`src/rtl/alarm_pkg.sv`:
```
// Shared types and BCD time-word layout for the alarm sequencing controller.
package alarm_pkg;

  typedef enum logic [1:0] {
    IDLE    = 2'd0,
    ARMED   = 2'd1,
    RINGING = 2'd2,
    SNOOZE  = 2'd3
  } state_t;

  typedef enum logic [1:0] {
    RUN     = 2'd0,
    SET_CLK = 2'd1,
    SET_ALM = 2'd2
  } mode_t;

  localparam int TIME_W = 20;
  localparam int H1_MSB = 19;
  localparam int H1_LSB = 18;
  localparam int H0_MSB = 17;
  localparam int H0_LSB = 14;
  localparam int M1_MSB = 13;
  localparam int M1_LSB = 11;
  localparam int M0_MSB = 10;
  localparam int M0_LSB = 7;
  localparam int S1_MSB = 6;
  localparam int S1_LSB = 4;
  localparam int S0_MSB = 3;
  localparam int S0_LSB = 0;

  // Field-wise equality of two time words; covers all 20 bits.
  function automatic logic time_eq(input logic [TIME_W-1:0] a, input logic [TIME_W-1:0] b);
    return (a[H1_MSB:H1_LSB] == b[H1_MSB:H1_LSB]) &&
           (a[H0_MSB:H0_LSB] == b[H0_MSB:H0_LSB]) &&
           (a[M1_MSB:M1_LSB] == b[M1_MSB:M1_LSB]) &&
           (a[M0_MSB:M0_LSB] == b[M0_MSB:M0_LSB]) &&
           (a[S1_MSB:S1_LSB] == b[S1_MSB:S1_LSB]) &&
           (a[S0_MSB:S0_LSB] == b[S0_MSB:S0_LSB]);
  endfunction

  function automatic mode_t next_mode(input mode_t m);
    case (m)
      RUN:     return SET_CLK;
      SET_CLK: return SET_ALM;
      SET_ALM: return RUN;
      default: return RUN;
    endcase
  endfunction

endpackage

```
`src/rtl/sec_countdown.sv`:
```
// Loadable seconds countdown: decrements on tick while enabled, pulses expire
// on the tick that takes it from 1 to 0. A load overrides a same-cycle tick.
module sec_countdown #(
  parameter int W = 9
) (
  input  logic         clk,
  input  logic         reset,
  input  logic         load,
  input  logic [W-1:0] load_val,
  input  logic         tick,
  input  logic         en,
  output logic         expire
);

  logic [W-1:0] count_r;

  assign expire = en & tick & (count_r == W'(1));

  // Count register: load has priority over decrement.
  always_ff @(posedge clk) begin
    if (reset) begin
      count_r <= {W{1'b0}};
    end else if (load) begin
      count_r <= load_val;
    end else if (en && tick && (count_r != {W{1'b0}})) begin
      count_r <= count_r - W'(1);
    end else begin
      count_r <= count_r;
    end
  end

endmodule

```
`src/rtl/alarm_ctrl.sv`:
```
// Alarm sequencing controller: edit-mode register and edit routing, alarm
// match detection and the arm/ring/snooze state machine driving the buzzer.
module alarm_ctrl
  import alarm_pkg::*;
#(
  parameter int RING_SECS   = 60,
  parameter int SNOOZE_SECS = 300
) (
  input  logic        clk,
  input  logic        reset,
  input  logic        tick_1hz,
  input  logic [19:0] cur_time,
  input  logic [19:0] alarm_time,
  input  logic        mode_btn,
  input  logic [1:0]  edit_btns,
  input  logic        arm_btn,
  input  logic        stop_btn,
  input  logic        snooze_btn,
  output logic [1:0]  clk_edit_btns,
  output logic [1:0]  alm_edit_btns,
  output logic [1:0]  mode,
  output logic        armed,
  output logic        ringing,
  output logic        buzzer
);

  localparam int MAX_SECS = (RING_SECS > SNOOZE_SECS) ? RING_SECS : SNOOZE_SECS;
  localparam int CW       = $clog2(MAX_SECS + 1);
  localparam logic [CW-1:0] RING_LOAD   = CW'(RING_SECS);
  localparam logic [CW-1:0] SNOOZE_LOAD = CW'(SNOOZE_SECS);

  mode_t          mode_r;
  state_t         state_r;
  state_t         state_nxt_s;
  logic           match_s;
  logic           match_q_r;
  logic           hit_s;
  logic           load_s;
  logic [CW-1:0]  load_val_s;
  logic           cnt_en_s;
  logic           expire_s;
  logic           phase_r;
  logic           phase_nxt_s;
  logic           armed_r;
  logic           ringing_r;
  logic           buzzer_r;

  assign mode    = mode_r;
  assign armed   = armed_r;
  assign ringing = ringing_r;
  assign buzzer  = buzzer_r;

  // Edit mode register, stepping RUN -> SET_CLK -> SET_ALM -> RUN.
  always_ff @(posedge clk) begin
    if (reset) begin
      mode_r <= RUN;
    end else if (mode_btn) begin
      mode_r <= next_mode(mode_r);
    end else begin
      mode_r <= mode_r;
    end
  end

  // Route edit edges to whichever block is being edited; RUN drops them.
  always_comb begin
    clk_edit_btns = 2'b00;
    alm_edit_btns = 2'b00;
    case (mode_r)
      SET_CLK: clk_edit_btns = edit_btns;
      SET_ALM: alm_edit_btns = edit_btns;
      default: begin
        clk_edit_btns = 2'b00;
        alm_edit_btns = 2'b00;
      end
    endcase
  end

  assign match_s  = time_eq(cur_time, alarm_time);
  // Rising edge only, so stopping inside the matching second cannot retrigger.
  assign hit_s    = match_s & ~match_q_r;
  assign cnt_en_s = (state_r == RINGING) || (state_r == SNOOZE);

  sec_countdown #(
    .W (CW)
  ) u_cnt (
    .clk      (clk),
    .reset    (reset),
    .load     (load_s),
    .load_val (load_val_s),
    .tick     (tick_1hz),
    .en       (cnt_en_s),
    .expire   (expire_s)
  );

  // Next state and counter loads; arm > stop > snooze > hit/expiry.
  always_comb begin
    state_nxt_s = state_r;
    load_s      = 1'b0;
    load_val_s  = RING_LOAD;
    case (state_r)
      IDLE: begin
        if (arm_btn) state_nxt_s = ARMED;
        else         state_nxt_s = IDLE;
      end
      ARMED: begin
        if (arm_btn) begin
          state_nxt_s = IDLE;
        end else if (hit_s) begin
          state_nxt_s = RINGING;
          load_s      = 1'b1;
          load_val_s  = RING_LOAD;
        end else begin
          state_nxt_s = ARMED;
        end
      end
      RINGING: begin
        if (arm_btn) begin
          state_nxt_s = IDLE;
        end else if (stop_btn) begin
          state_nxt_s = ARMED;
        end else if (snooze_btn) begin
          state_nxt_s = SNOOZE;
          load_s      = 1'b1;
          load_val_s  = SNOOZE_LOAD;
        end else if (expire_s) begin
          state_nxt_s = ARMED;
        end else begin
          state_nxt_s = RINGING;
        end
      end
      SNOOZE: begin
        if (arm_btn) begin
          state_nxt_s = IDLE;
        end else if (stop_btn) begin
          state_nxt_s = ARMED;
        end else if (expire_s) begin
          state_nxt_s = RINGING;
          load_s      = 1'b1;
          load_val_s  = RING_LOAD;
        end else begin
          state_nxt_s = SNOOZE;
        end
      end
      default: state_nxt_s = IDLE;
    endcase
  end

  // Beep phase: restart on entry to RINGING so the first second beeps.
  always_comb begin
    phase_nxt_s = phase_r;
    if ((state_nxt_s == RINGING) && (state_r != RINGING)) begin
      phase_nxt_s = 1'b0;
    end else if ((state_r == RINGING) && tick_1hz) begin
      phase_nxt_s = ~phase_r;
    end else begin
      phase_nxt_s = phase_r;
    end
  end

  // State, match history and registered status outputs.
  always_ff @(posedge clk) begin
    if (reset) begin
      state_r   <= IDLE;
      match_q_r <= 1'b0;
      phase_r   <= 1'b0;
      armed_r   <= 1'b0;
      ringing_r <= 1'b0;
      buzzer_r  <= 1'b0;
    end else begin
      state_r   <= state_nxt_s;
      match_q_r <= match_s;
      phase_r   <= phase_nxt_s;
      armed_r   <= (state_nxt_s != IDLE);
      ringing_r <= (state_nxt_s == RINGING);
      buzzer_r  <= (state_nxt_s == RINGING) & ~phase_nxt_s;
    end
  end

endmodule

```
`config.mk`:
```
export PLATFORM = sky130hd
export DESIGN_NAME = alarm_ctrl
export DESIGN_NICKNAME = d
export VERILOG_FILES = /design/src/rtl/alarm_pkg.sv /design/src/rtl/sec_countdown.sv /design/src/rtl/alarm_ctrl.sv
export SDC_FILE = /design/constraint.sdc
export NUM_CORES = 1
export LEC_CHECK = 0
export ABC_AREA = 1
export BUFFER_PORTS_ARGS = -buffer_cell sky130_fd_sc_hd__clkbuf_2
export CORE_MARGIN = 1
export CORE_UTILIZATION = 48
export CTS_CLUSTER_DIAMETER = 150
export DETAILED_ROUTE_END_ITERATION = 10
export PLACE_DENSITY = 0.84
export SYNTH_ARGS = -nofsm -noshare
export SYNTH_HDL_FRONTEND = slang
export SYNTH_SLANG_ARGS = --single-unit
```
`constraint.sdc`:
```
create_clock -name clk -period 1.7 [get_ports clk]
set_input_delay 0.34 -clock clk [delete_from_list [all_inputs] [get_ports clk]]
set_output_delay 0.34 -clock clk [all_outputs]
set_load 0.005 [all_outputs]
```
==> results.md <==
* Status: complete, no violations
* Crit Path Max Fanout at 7
* Area growth syn-to-layout at 27.2%
* Tcrit/Tclk final at between 90% and 100%
* TritonCTS Buffers at 3
* Worst Path Required at 1.91 ns
* Syn Nets at 272
* Final setup viols at 0
* Detail Placement HPWL at 2450 um
* Post-Route Setup TNS at 0 ns
* P_leak at 1.02 nW
* First-pass GRT wire length at 4970 um
* Starting DRT DRC Count at 37
* Top cell type's share of synthesized area at 26.0%
* Residual DRC count at 0
* # clock sinks at 18
* Top cells by area, synth: dfxtp_1, nand2_1, inv_1
* Clock Tree Buf Depth at 2
* Critical path endpoint category: flip-flop
* Total global-route track usage at 19.4%
* Pwr/cell area at 500 nW/um^2
* Syn avg cell area at between 6 and 7 um^2
* Commonest non-fill, non-tap cell in the layout: nand2_1
* PnR Total Power at 0.000881 W
* Sw power at ~0.00023 W
* Yosys Warn Count at 0
* Sw Share at a little over a quarter
* Number of fill cells at 271
* Core area at 2730 um^2
* Clock network power share at 31.2%
* # IOs at 58
* Async S/R FF share, synth at 0%
* Slew @ Worst Pin at 0.332 ns
* Hold Crit Depth at 2
* HP Start: reset
* Die Area at 3100 um^2
* Post-route ant nets at 0
* Die Wd at 55.7 um
* Final hold violations at 0
* RSZ-0062 raised after global routing: false
* Net count, final at approximately 340
* Most used DFF post-synth: dfxtp_1
* Fmax at 641 MHz
* Max Slew Vio Count at 0
* Cell area after synthesis at 1380 um^2
* Maxcap violations at 0
* GRT busiest layer: met2
* Vias/cell at 4.74
* DRT Pass-1 Iters at 4
* GR Util met2 at 38.7%
* Combinational Power Share at between 10% and 20%
* Seq/Total Area, Yosys at 26.0%
* DR vias at 1489
* Number of global-route vias before repair at 1354
* Initial Util at approximately 51%
* H-tree Lvls at 1
* CP Class: flip-flop to flip-flop
* Worst min path class: input port to flip-flop
* EDFF count, synth at 0
* Syn Inst Count at 220
* Clk_skew at 0.00210 ns
* Drt wl/cell at 9.18 um
* Arrival time worst endpoint at 1.77 ns
* Period minus WS final at between 1.5 and 2 ns
* Placer Congestion at 0.862
* IO Port Bufs at 57
* Worst r2r path cells at 10
* Die height at 55.7 um
* Cell Int Power at 0.000647 W
* Core Rows at 19
* Critical path launch point type: flip-flop
* Worst skew pair latency at approximately 0.3 ns
* Commonest cells after routing, fill and taps aside: nand2_1, clkbuf_2, inv_1
* Synth area leader: dfxtp_1
* Layout cells sized above 1 at between 30% and 40%
* Flop2flop setup slack at 0.14 ns
* Hold Path End: state_r[1]
* TritonCTS clock tree: done
* Initial antenna violation count at 0
* Yosys cell types at 29
* Routed WL at 2880 um
* Gr ovfl total at 0
* GRT met3 Usage at 1.86%
* Largest net degree at the start of global routing at 11
* Root buffer cell: clkbuf_4
* RR Endpoint: armed
* Clock-pin slew on the worst setup and hold paths at ~0.11 ns
* GR Util met1 at 20.7%
* Relative slew margins at 77.7%
* Antenna Cells at 0
* Peak supply drop at 0.452 mV
* Reg2Reg Launch Point: state_r[1]
* Register share of total power at about 50%
* Synth Register Bits at 18
[through the flow]
stage,area (um^2),worst slack [ns],cells,hold slack [ns],util (%)
3_3_place_gp,1720,0.109,310,0.490,63.0
3_5_place_dp,1720,0.0289,310,0.492,63.0
6_report,1760,0.140,314,0.287,64.4
2_1_floorplan,1380,0.272,220,0.409,-
5_1_grt,1760,0.0185,314,0.294,64.4
4_1_cts,1760,0.0667,314,0.296,64.3
[flip-flops by register name, indices dropped and copies added, names as in the netlist]
| register | cells |
|---|---|
| u_cnt.count_r | 9 |
| state_r | 2 |
| buzzer | 1 |
| match_q_r | 1 |
| armed | 1 |
| ringing | 1 |
| phase_r | 1 |
| mode | 2 |
[critical path, cell delays in order, from the launching register on]
cell and delay [ns]:
dfxtp_2 0.42, nand2_1 0.13, nor2_2 0.11, nand4_2 0.17, nand3b_1 0.19, nand3_1 0.09
nand2_1 0.06, nand2_1 0.08, nand2_1 0.07, nand2_1 0.08, nand2_1 0.06
[synthesized netlist by cell type, types with 2 or more instances]
library cell and n:
a21oi_1 3, nand4_1 4, nand2_1 64, nor2_2 4
nor3_1 6, o21ai_1 4, nor2_1 22, inv_2 10
o21ai_0 2, dfxtp_1 18, nand3_1 8, xor2_1 6
nand2_2 3, xnor2_1 10, ha_1 3, inv_1 40
[power by group through the flow]
stage               Combinational (W)  Clock, W  Sequential (W)
global route                 0.000193  0.000292        0.000437
finish                       0.000170  0.000275        0.000436
global placement             0.000165         0        0.000445
CTS                          0.000172  0.000276        0.000436
floorplan                   0.0000822         0        0.000445
detailed placement           0.000171         0        0.000445
[area by class of cell]
type                            instances  area (um^2)  share of cell area (%)
Inverter                               50          188                    10.7
Sequential cell                        18          362                    20.5
Tap cell                               31         38.8                    2.20
Clock buffer                            4         36.3                    2.06
Timing Repair Buffer                   59          300                    17.1
Multi-Input combinational cell        152          836                    47.5
[cells by family (layout without fill, tap and decap cells)]
group           count (synthesis)  in the layout  share of synthesized area (%)
flops                          18             18                           26.0
fa+ha+maj                       3              3                           2.71
xor+xnor                       16             16                           10.1
buf+inv                        50            113                           13.6
simple gates                  121            121                           42.0
compound gates                 12             12                           5.52
[what timing repair did]
| action | 4_1_cts | 5_1_grt |
|---|---|---|
| endpoints found under the setup margin | 0 | 6 |
| hold buffers | 0 | 0 |
| setup buffers | 0 | 0 |
| resized for setup | 0 | 1 |
[per-layer routing]
layer / vias to the layer above / share of wire (%)
met3: 5 / 5.0
met5: - / 0
met1: 639 / 41
met2: 52 / 53
li1: 793 / -
met4: 0 / 1.4
[worst max-delay path by stage]
stage                                start               end  slack [ns]  depth (start not counted)
after global placement      alarm_time[19]  u_cnt.count_r[4]        0.11                         12
after floorplan           u_cnt.count_r[0]  u_cnt.count_r[3]        0.27                          9
after detailed placement    alarm_time[19]  u_cnt.count_r[4]        0.03                         12
final                           state_r[1]             armed        0.14                         10
after global routing      u_cnt.count_r[1]  u_cnt.count_r[3]        0.02                          9
after CTS                       state_r[1]             armed        0.07                         10
No activity file was read; power rests on OpenSTA's default activity.
